$ cat src/rtl/pingpong_buf_stream.sv
// ============================================================================
// Module  : pingpong_buf_stream
// Brief   : Two-bank word buffer with valid/ready on both sides.
//           Banks swap when full or when a flush closes a short block.
// Revision: 1.0
// ============================================================================
`default_nettype none

module pingpong_buf_stream #(
    parameter int WIDTH = 16,
    parameter int DEPTH = 64
) (
    input  logic             clk,
    input  logic             rst,
    input  logic             clear,
    input  logic             in_valid,
    output logic             in_ready,
    input  logic [WIDTH-1:0] in_data,
    input  logic             in_flush,
    output logic             out_valid,
    input  logic             out_ready,
    output logic [WIDTH-1:0] out_data,
    output logic             out_last,
    output logic [1:0]       bank_full,
    output logic             wr_bank,
    output logic             rd_bank
);

    localparam int CW = $clog2(DEPTH + 1);
    localparam int AW = (DEPTH > 1) ? $clog2(DEPTH) : 1;
    localparam logic [CW-1:0] LAST_IDX = CW'(DEPTH - 1);
    localparam logic [CW-1:0] ONE      = CW'(1);

    logic [WIDTH-1:0] mem_q [2][DEPTH];

    logic [1:0]    full_q, full_d;
    logic [CW-1:0] len_q [2];
    logic [CW-1:0] len_d [2];
    logic          wr_sel_q, wr_sel_d;
    logic          rd_sel_q, rd_sel_d;
    logic [CW-1:0] wr_cnt_q, wr_cnt_d;
    logic [CW-1:0] rd_ptr_q, rd_ptr_d;

    logic          wr_beat;
    logic          rd_beat;
    logic          bank_close;
    logic          mem_we;
    logic [CW-1:0] wr_cnt_inc;

    assign in_ready   = ~full_q[wr_sel_q];
    assign wr_beat    = in_valid & in_ready;
    assign wr_cnt_inc = wr_cnt_q + {{(CW-1){1'b0}}, wr_beat};
    // A flush only closes a bank that will hold at least one word.
    assign bank_close = in_ready &
                        ((wr_beat & (wr_cnt_q == LAST_IDX)) |
                         (in_flush & ((wr_cnt_q != '0) | wr_beat)));
    assign mem_we     = wr_beat & ~clear;

    assign out_valid  = full_q[rd_sel_q];
    assign out_data   = out_valid ? mem_q[rd_sel_q][rd_ptr_q[AW-1:0]] : '0;
    assign out_last   = out_valid & (rd_ptr_q == (len_q[rd_sel_q] - ONE));
    assign rd_beat    = out_valid & out_ready;

    assign bank_full  = full_q;
    assign wr_bank    = wr_sel_q;
    assign rd_bank    = rd_sel_q;

    always_comb begin
        full_d   = full_q;
        len_d[0] = len_q[0];
        len_d[1] = len_q[1];
        wr_sel_d = wr_sel_q;
        rd_sel_d = rd_sel_q;
        wr_cnt_d = wr_cnt_q;
        rd_ptr_d = rd_ptr_q;
        if (clear) begin
            full_d   = 2'b00;
            len_d[0] = '0;
            len_d[1] = '0;
            wr_sel_d = 1'b0;
            rd_sel_d = 1'b0;
            wr_cnt_d = '0;
            rd_ptr_d = '0;
        end else begin
            // Writer and reader always own different banks, so both may update full_d.
            if (bank_close) begin
                full_d[wr_sel_q] = 1'b1;
                len_d[wr_sel_q]  = wr_cnt_inc;
                wr_cnt_d         = '0;
                wr_sel_d         = ~wr_sel_q;
            end else begin
                wr_cnt_d         = wr_cnt_inc;
            end
            if (rd_beat) begin
                if (out_last) begin
                    full_d[rd_sel_q] = 1'b0;
                    rd_ptr_d         = '0;
                    rd_sel_d         = ~rd_sel_q;
                end else begin
                    rd_ptr_d         = rd_ptr_q + ONE;
                end
            end
        end
    end

    always_ff @(posedge clk or posedge rst) begin
        if (rst) begin
            full_q   <= 2'b00;
            len_q[0] <= '0;
            len_q[1] <= '0;
            wr_sel_q <= 1'b0;
            rd_sel_q <= 1'b0;
            wr_cnt_q <= '0;
            rd_ptr_q <= '0;
        end else begin
            full_q   <= full_d;
            len_q[0] <= len_d[0];
            len_q[1] <= len_d[1];
            wr_sel_q <= wr_sel_d;
            rd_sel_q <= rd_sel_d;
            wr_cnt_q <= wr_cnt_d;
            rd_ptr_q <= rd_ptr_d;
        end
    end

    // Storage needs no reset: out_data is masked until a bank is closed.
    always_ff @(posedge clk) begin
        if (mem_we) begin
            mem_q[wr_sel_q][wr_cnt_q[AW-1:0]] <= in_data;
        end
    end

endmodule

`default_nettype wire

$ cat config.mk
export PLATFORM = sky130hd
export DESIGN_NAME = pingpong_buf_stream
export DESIGN_NICKNAME = d
export VERILOG_FILES = /design/src/rtl/pingpong_buf_stream.sv
export SDC_FILE = /design/constraint.sdc
export NUM_CORES = 2
export LEC_CHECK = 0
export CORE_MARGIN = 2
export CORE_UTILIZATION = 45
export DETAILED_ROUTE_END_ITERATION = 8
export GPL_ROUTABILITY_DRIVEN = 0
export HOLD_SLACK_MARGIN = 0.05
export PLACE_DENSITY = 0.68
export SYNTH_ARGS = -nofsm -noshare
export SYNTH_HDL_FRONTEND = slang
export SYNTH_SLANG_ARGS = --single-unit
$ cat constraint.sdc
create_clock -name clk -period 7.9 [get_ports clk]
set_input_delay 1.185 -clock clk [delete_from_list [all_inputs] [get_ports clk]]
set_output_delay 1.185 -clock clk [all_outputs]
set_load 0.02 [all_outputs]
After elaboration in Yosys (flattened, before gate mapping):

Memory sizes are Yosys's and may differ from the RTL's.
Index checks and enable logic that the tools add are counted.

* memories: 1
* bits of input ports: 22
* register bits after elaboration: 32
* word-level logic and storage cells: 91
* RAM bits: 2048
* output and inout port bits: 23

Memory list
* mem_q: depth 2, bits a word 1024, rd ports 1, clocked after memory_dff 0, wr ports 1, RTL line 34 `logic [WIDTH-1:0] mem_q [2][DEPTH];`

* bitwise logic cells: 20
* reduce and logical (&&, ||, !) cells: 9
* $add $sub $neg: 3
* $lt $le $gt $ge: 10
* eq/ne operators: 2
* multiplexer cells: 39

Operators by type and width (number)
* 2-to-1 mux 1024 bit: 1
* binary-select mux 16 bit (select 6 bit): 1
* demux 16 bit (select 6 bit): 1
* 2-to-1 mux 16 bit: 4
* 2-to-1 mux 7 bit: 9
* 2-to-1 mux 14 bit: 2
* bitwise mux 14 bit: 1
* greater-or-equal comparator 7 bit, second input constant: 2
* NOT 6 -> 7 bit: 2
* 2-to-1 mux 1 bit: 12
* 2-to-1 mux 2 bit: 5
* adder 7 x 1 -> 7 bit: 1
* adder 7 x 1 -> 7 bit, second input constant: 1
* bitwise AND 1 bit: 7
* demux 7 bit (select 1 bit): 1
* == test 7 x 6 -> 1 bit, second input constant: 1
* == test 7 bit: 1
* < comparator 7 x 1 -> 1 bit, second input constant: 1
* nonzero test 7 bit: 1
* subtractor 7 x 1 -> 7 bit, second input constant: 1
* nonzero test 2 bit: 3
* greater-or-equal comparator 2 bit, second input constant: 2
* logical AND 1 bit: 4
* < comparator 1 x 2 -> 1 bit, second input constant: 2
* 10 further kinds: 17

Longest topological paths before layout:

* word-level depth: 14
* mapped depth: 15
* depth with buffers taken out: 8

Worst setup path before layout:

OpenSTA, ideal clock, no wires.

* kind: flip-flop to output port
* start point: register rd_sel_q (netlist: rd_bank)
* end point: output out_last
* arrival: 3.142 ns
* stages on the path, launching flop included: 15
* buffers on the path: 8
* path slack: 3.573 ns
* data required time: 6.715 ns
* path through: dfrtp_1 -> buf_6 -> buf_8 -> buf_6 -> buf_6 -> buf_6 -> buf_4 -> buf_4 -> mux2i_1 -> ha_1 -> xnor2_1 -> xnor2_1 -> nand4_1 -> clkbuf_1 -> nor3_1

* longest elaborated chain between the ends: 7

Ends and longest elaborated chain
* start: declaration: RTL line 40 `logic rd_sel_q, rd_sel_d;`
* start signal: assignment: RTL line 120 `rd_sel_q <= rd_sel_d;`
* NOT 1 -> 2 bit (not written as such): RTL line 61 `assign out_last = out_valid & (rd_ptr_q == (len_q[rd_sel_q] - ONE));`
* 2-to-1 mux 7 bit (not written as such) (3 in a row): RTL line 61
* subtractor 7 x 1 -> 7 bit: RTL line 61
* == test 7 bit: RTL line 61
* bitwise AND 1 bit *: RTL line 61
* end: declaration: RTL line 23 `output logic out_last,`

Mark *: on every way between the ends. The rest lies on a longest branch, timed or not. The select of a mux whose other input is x is not followed.

Final worst setup path:

* start point: register rd_ptr_q[0]
* end point: output out_data[7]

* longest elaborated chain between the ends: 5

Ends and longest elaborated chain
* start: declaration: RTL line 42 `logic [CW-1:0] rd_ptr_q, rd_ptr_d;`
* start signal: assignment: RTL line 122 `rd_ptr_q <= rd_ptr_d;`
* NOT 6 -> 7 bit (not written as such): RTL line 60 `assign out_data = out_valid ? mem_q[rd_sel_q][rd_ptr_q[AW-1:0]] : '0;`
* binary-select mux 16 bit (select 6 bit): RTL line 60
* 2-to-1 mux 16 bit (not written as such) (2 in a row): RTL line 60
* 2-to-1 mux 16 bit: RTL line 60
* end: declaration: RTL line 22 `output logic [WIDTH-1:0] out_data,`

No other way between the ends. The select of a mux whose other input is x is not followed.

==> impl_metrics.json <==
{
  "synth_edf_count": 2048,
  "cts_sinks": 2080,
  "num_vias": 40658,
  "postCtsSetupBuffers": 0,
  "min_from": "len_q[13]",
  "synth_top_area_cell": "edfxtp_1",
  "grt_pass1_wl_mm": 297,
  "grt_max_degree": 93,
  "p_leak_nw": 27.4,
  "yosysMostFrequentCell": "edfxtp_1",
  "period_minus_slack_ns": 6.70,
  "io_pins": 45,
  "drive_gt1_share_pct": 23.5,
  "crit_required_ns": 6.71,
  "htreeDepth": 4,
  "reg2reg_from": "bank_full[0]",
  "post_cts_resized": 0,
  "synth_nets": 3841,
  "skew_ns": 0.0524,
  "synth_async_sr_flop_share_pct": 1.54,
  "drt_wl_total_mm": 209,
  "arrival_ns": 5.52,
  "worstHoldEndpoint": "len_q[13]",
  "avgSynthCellArea_um2": 21.3,
  "layout.cells.non_filler": 6572,
  "wl_per_cell_um": 31.7,
  "cp_slowest_stage_delay_ns": 1.09,
  "core_area_um2": 179000,
  "max_cap_viol_count": 0,
  "drc": 0,
  "reg2reg_to": "mem_q[0][262]",
  "drv_slew": 0,
  "die_h_um": 429,
  "cts_root_buffer": "clkbuf_16",
  "max_freq_ghz": 0.149,
  "antenna_left": 0,
  "path_clk_slew_ns": 0.06,
  "clock_latency_ns": 0.84,
  "path_cells": "clkinv_1, buf_4, mux2i_1, a32oi_1, o211ai_1, o22ai_1, clkdlybuf4s50_1",
  "synthTopCellsByArea": "edfxtp_1, mux4_2, mux2i_1",
  "grtUsageTotal_pct": 22.6,
  "finalSetupTns_ns": 0,
  "reg2regPathDepth": 7,
  "place_hpwl_mm": 126,
  "placed_cells": 6209,
  "cpLargestDelayFamily": "buffers and inverters",
  "hold_viol_final": 0,
  "die-area_um2": 184000,
  "holdPathStages": 1,
  "ir_drop_mv": 0.206,
  "initial_core_util_pct": 45.4,
  "worst-slew-pin-transition_ns": 1.38,
  "num_rows": 155,
  "crit_type": "reg -> out",
  "io_buffers": 44,
  "hold_path.class": "reg -> reg",
  "area_growth_pct": 12.2,
  "drt_iter0_markers": 6604,
  "rsz0062_at_grt": "false",
  "cts_made_buffers": 201,
  "power.density_nw_per_um2": 244,
  "synthFlopType": "edfxtp_1",
  "r2r_slack_ns": 3.84,
  "grt_overflow_total": 0,
  "crit_fanout": 35,
  "yosysWarnings": 0,
  "cts_tree": "done",
  "first_pass_iters": 6,
  "synth-seq-cells": 2080,
  "status": "completed",
  "synth-seq-area-share_pct": 76.8,
  "mappedNetlistArea_um2": 81200,
  "slowest_stage": "clkinv_1",
  "worstSetupEndpointType": "primary output",
  "netlist_instances": 3815,
  "antenna_found_initial": 7,
  "setup_viol": 0,
  "final_nets": 4083,
  "crit_buf_inv": 3,
  "synth_common_cells": "edfxtp_1, mux4_2, mux2i_1",
  "cts_hold_buf": 0,
  "synth_cell_types": 69,
  "clockBufferDepth": 3,
  "finalCritPeriodShare_pct": 84.8,
  "crit_path_start_kind": "register",
  "die_w_um": 429,
  "grt_pass1_vias": 39626,
  "yosysTopAreaCellShare_pct": 75.8,
  "relSlewSlack_pct": 7.93,
  "fin_hold_ws_ns": 0.494,
  "via_per_inst": 6.19
}
==> worst reg2reg max path, delay by kind of cell (launching register included) <==
kind,cells,cell delay [ns]
buffers and inverters,2,0.83
AND/OR/NAND/NOR,4,2.03
flip-flops,1,0.50
multiplexers,1,0.36
==> cell type report <==
cell class	instances	area [µm²]
clock inverters	110	890
well taps	2355	2950
inverters	12	45.0
repair buffers	256	2120
multi-input cells	1506	17500
clock buffers	251	5280
diodes	2	5.00
fillers	13957	87700
flip-flops and latches	2080	62300
==> placed cells by master, fill, tap and decap left out, types with 28 or more instances in the layout <==
master and instances:
nand2_1 105, buf_4 218, o22ai_1 37, mux4_2 455
clkbuf_1 46, o21ai_0 44, clkinv_1 41, clkdlybuf4s50_1 28
edfxtp_1 2048, mux2i_1 258, nor2_1 183, a21oi_1 47
clkinv_2 48, clkbuf_16 203, o221ai_1 38
==> state kept, by name, summed over array words and instances, names as in the netlist <==
register and count:
mem_q 2048, rd_ptr_q 7, bank_full 2, len_q 14, rd_bank 1, wr_bank 1, wr_cnt_q 7
==> metal layers <==
metal	track usage, %	routed length (µm)
met4	7.98	7480
met5	0	50
met3	4.67	21300
met2	35.0	98400
met1	31.9	81300
==> worst max path at each step <==
stage,depth (start not counted),from,slack (ns),end
floorplan,14,rd_bank,3.57,out_last
global placement,7,rd_ptr_q[0],2.14,out_data[7]
detailed placement,9,rd_ptr_q[0],2.16,out_data[0]
CTS,9,rd_ptr_q[0],1.25,out_data[0]
global route,7,rd_ptr_q[0],1.17,out_data[7]
finish,7,rd_ptr_q[0],1.20,out_data[7]
==> power breakdown <==
group	switching, mW	internal (mW)	leakage [nW]
sequential	0.0314	12.1	18.8
combinational	0.682	0.286	5.52
clock	4.06	5.03	3.04
total	4.77	17.5	27.4
==> through the flow <==
step                cell area [µm²]  total power [mW]  util [%]  setup WS, ns
global placement              84900              13.3      47.5          2.14
finish                        91100              22.2      50.9          1.20
detailed placement            84900              13.4      47.5          2.16
global route                  91100              22.8      50.9          1.17
CTS                           91100              22.3      50.9          1.25
floorplan                     81200              12.8         -          3.57
==> kinds of logic after synthesis <==
kind of cell | count (synthesis) | synth area share (%)
adder cells (fa/ha/maj) | 4 | 0.0617
AO/OA/AOI/OAI | 346 | 3.03
AND/OR/NAND/NOR | 420 | 2.27
buffers and inverters | 229 | 1.76
multiplexers | 721 | 16.0
XOR/XNOR | 15 | 0.162
flip-flops | 2080 | 76.8
Note: power is estimated with default switching activity, not from simulation.
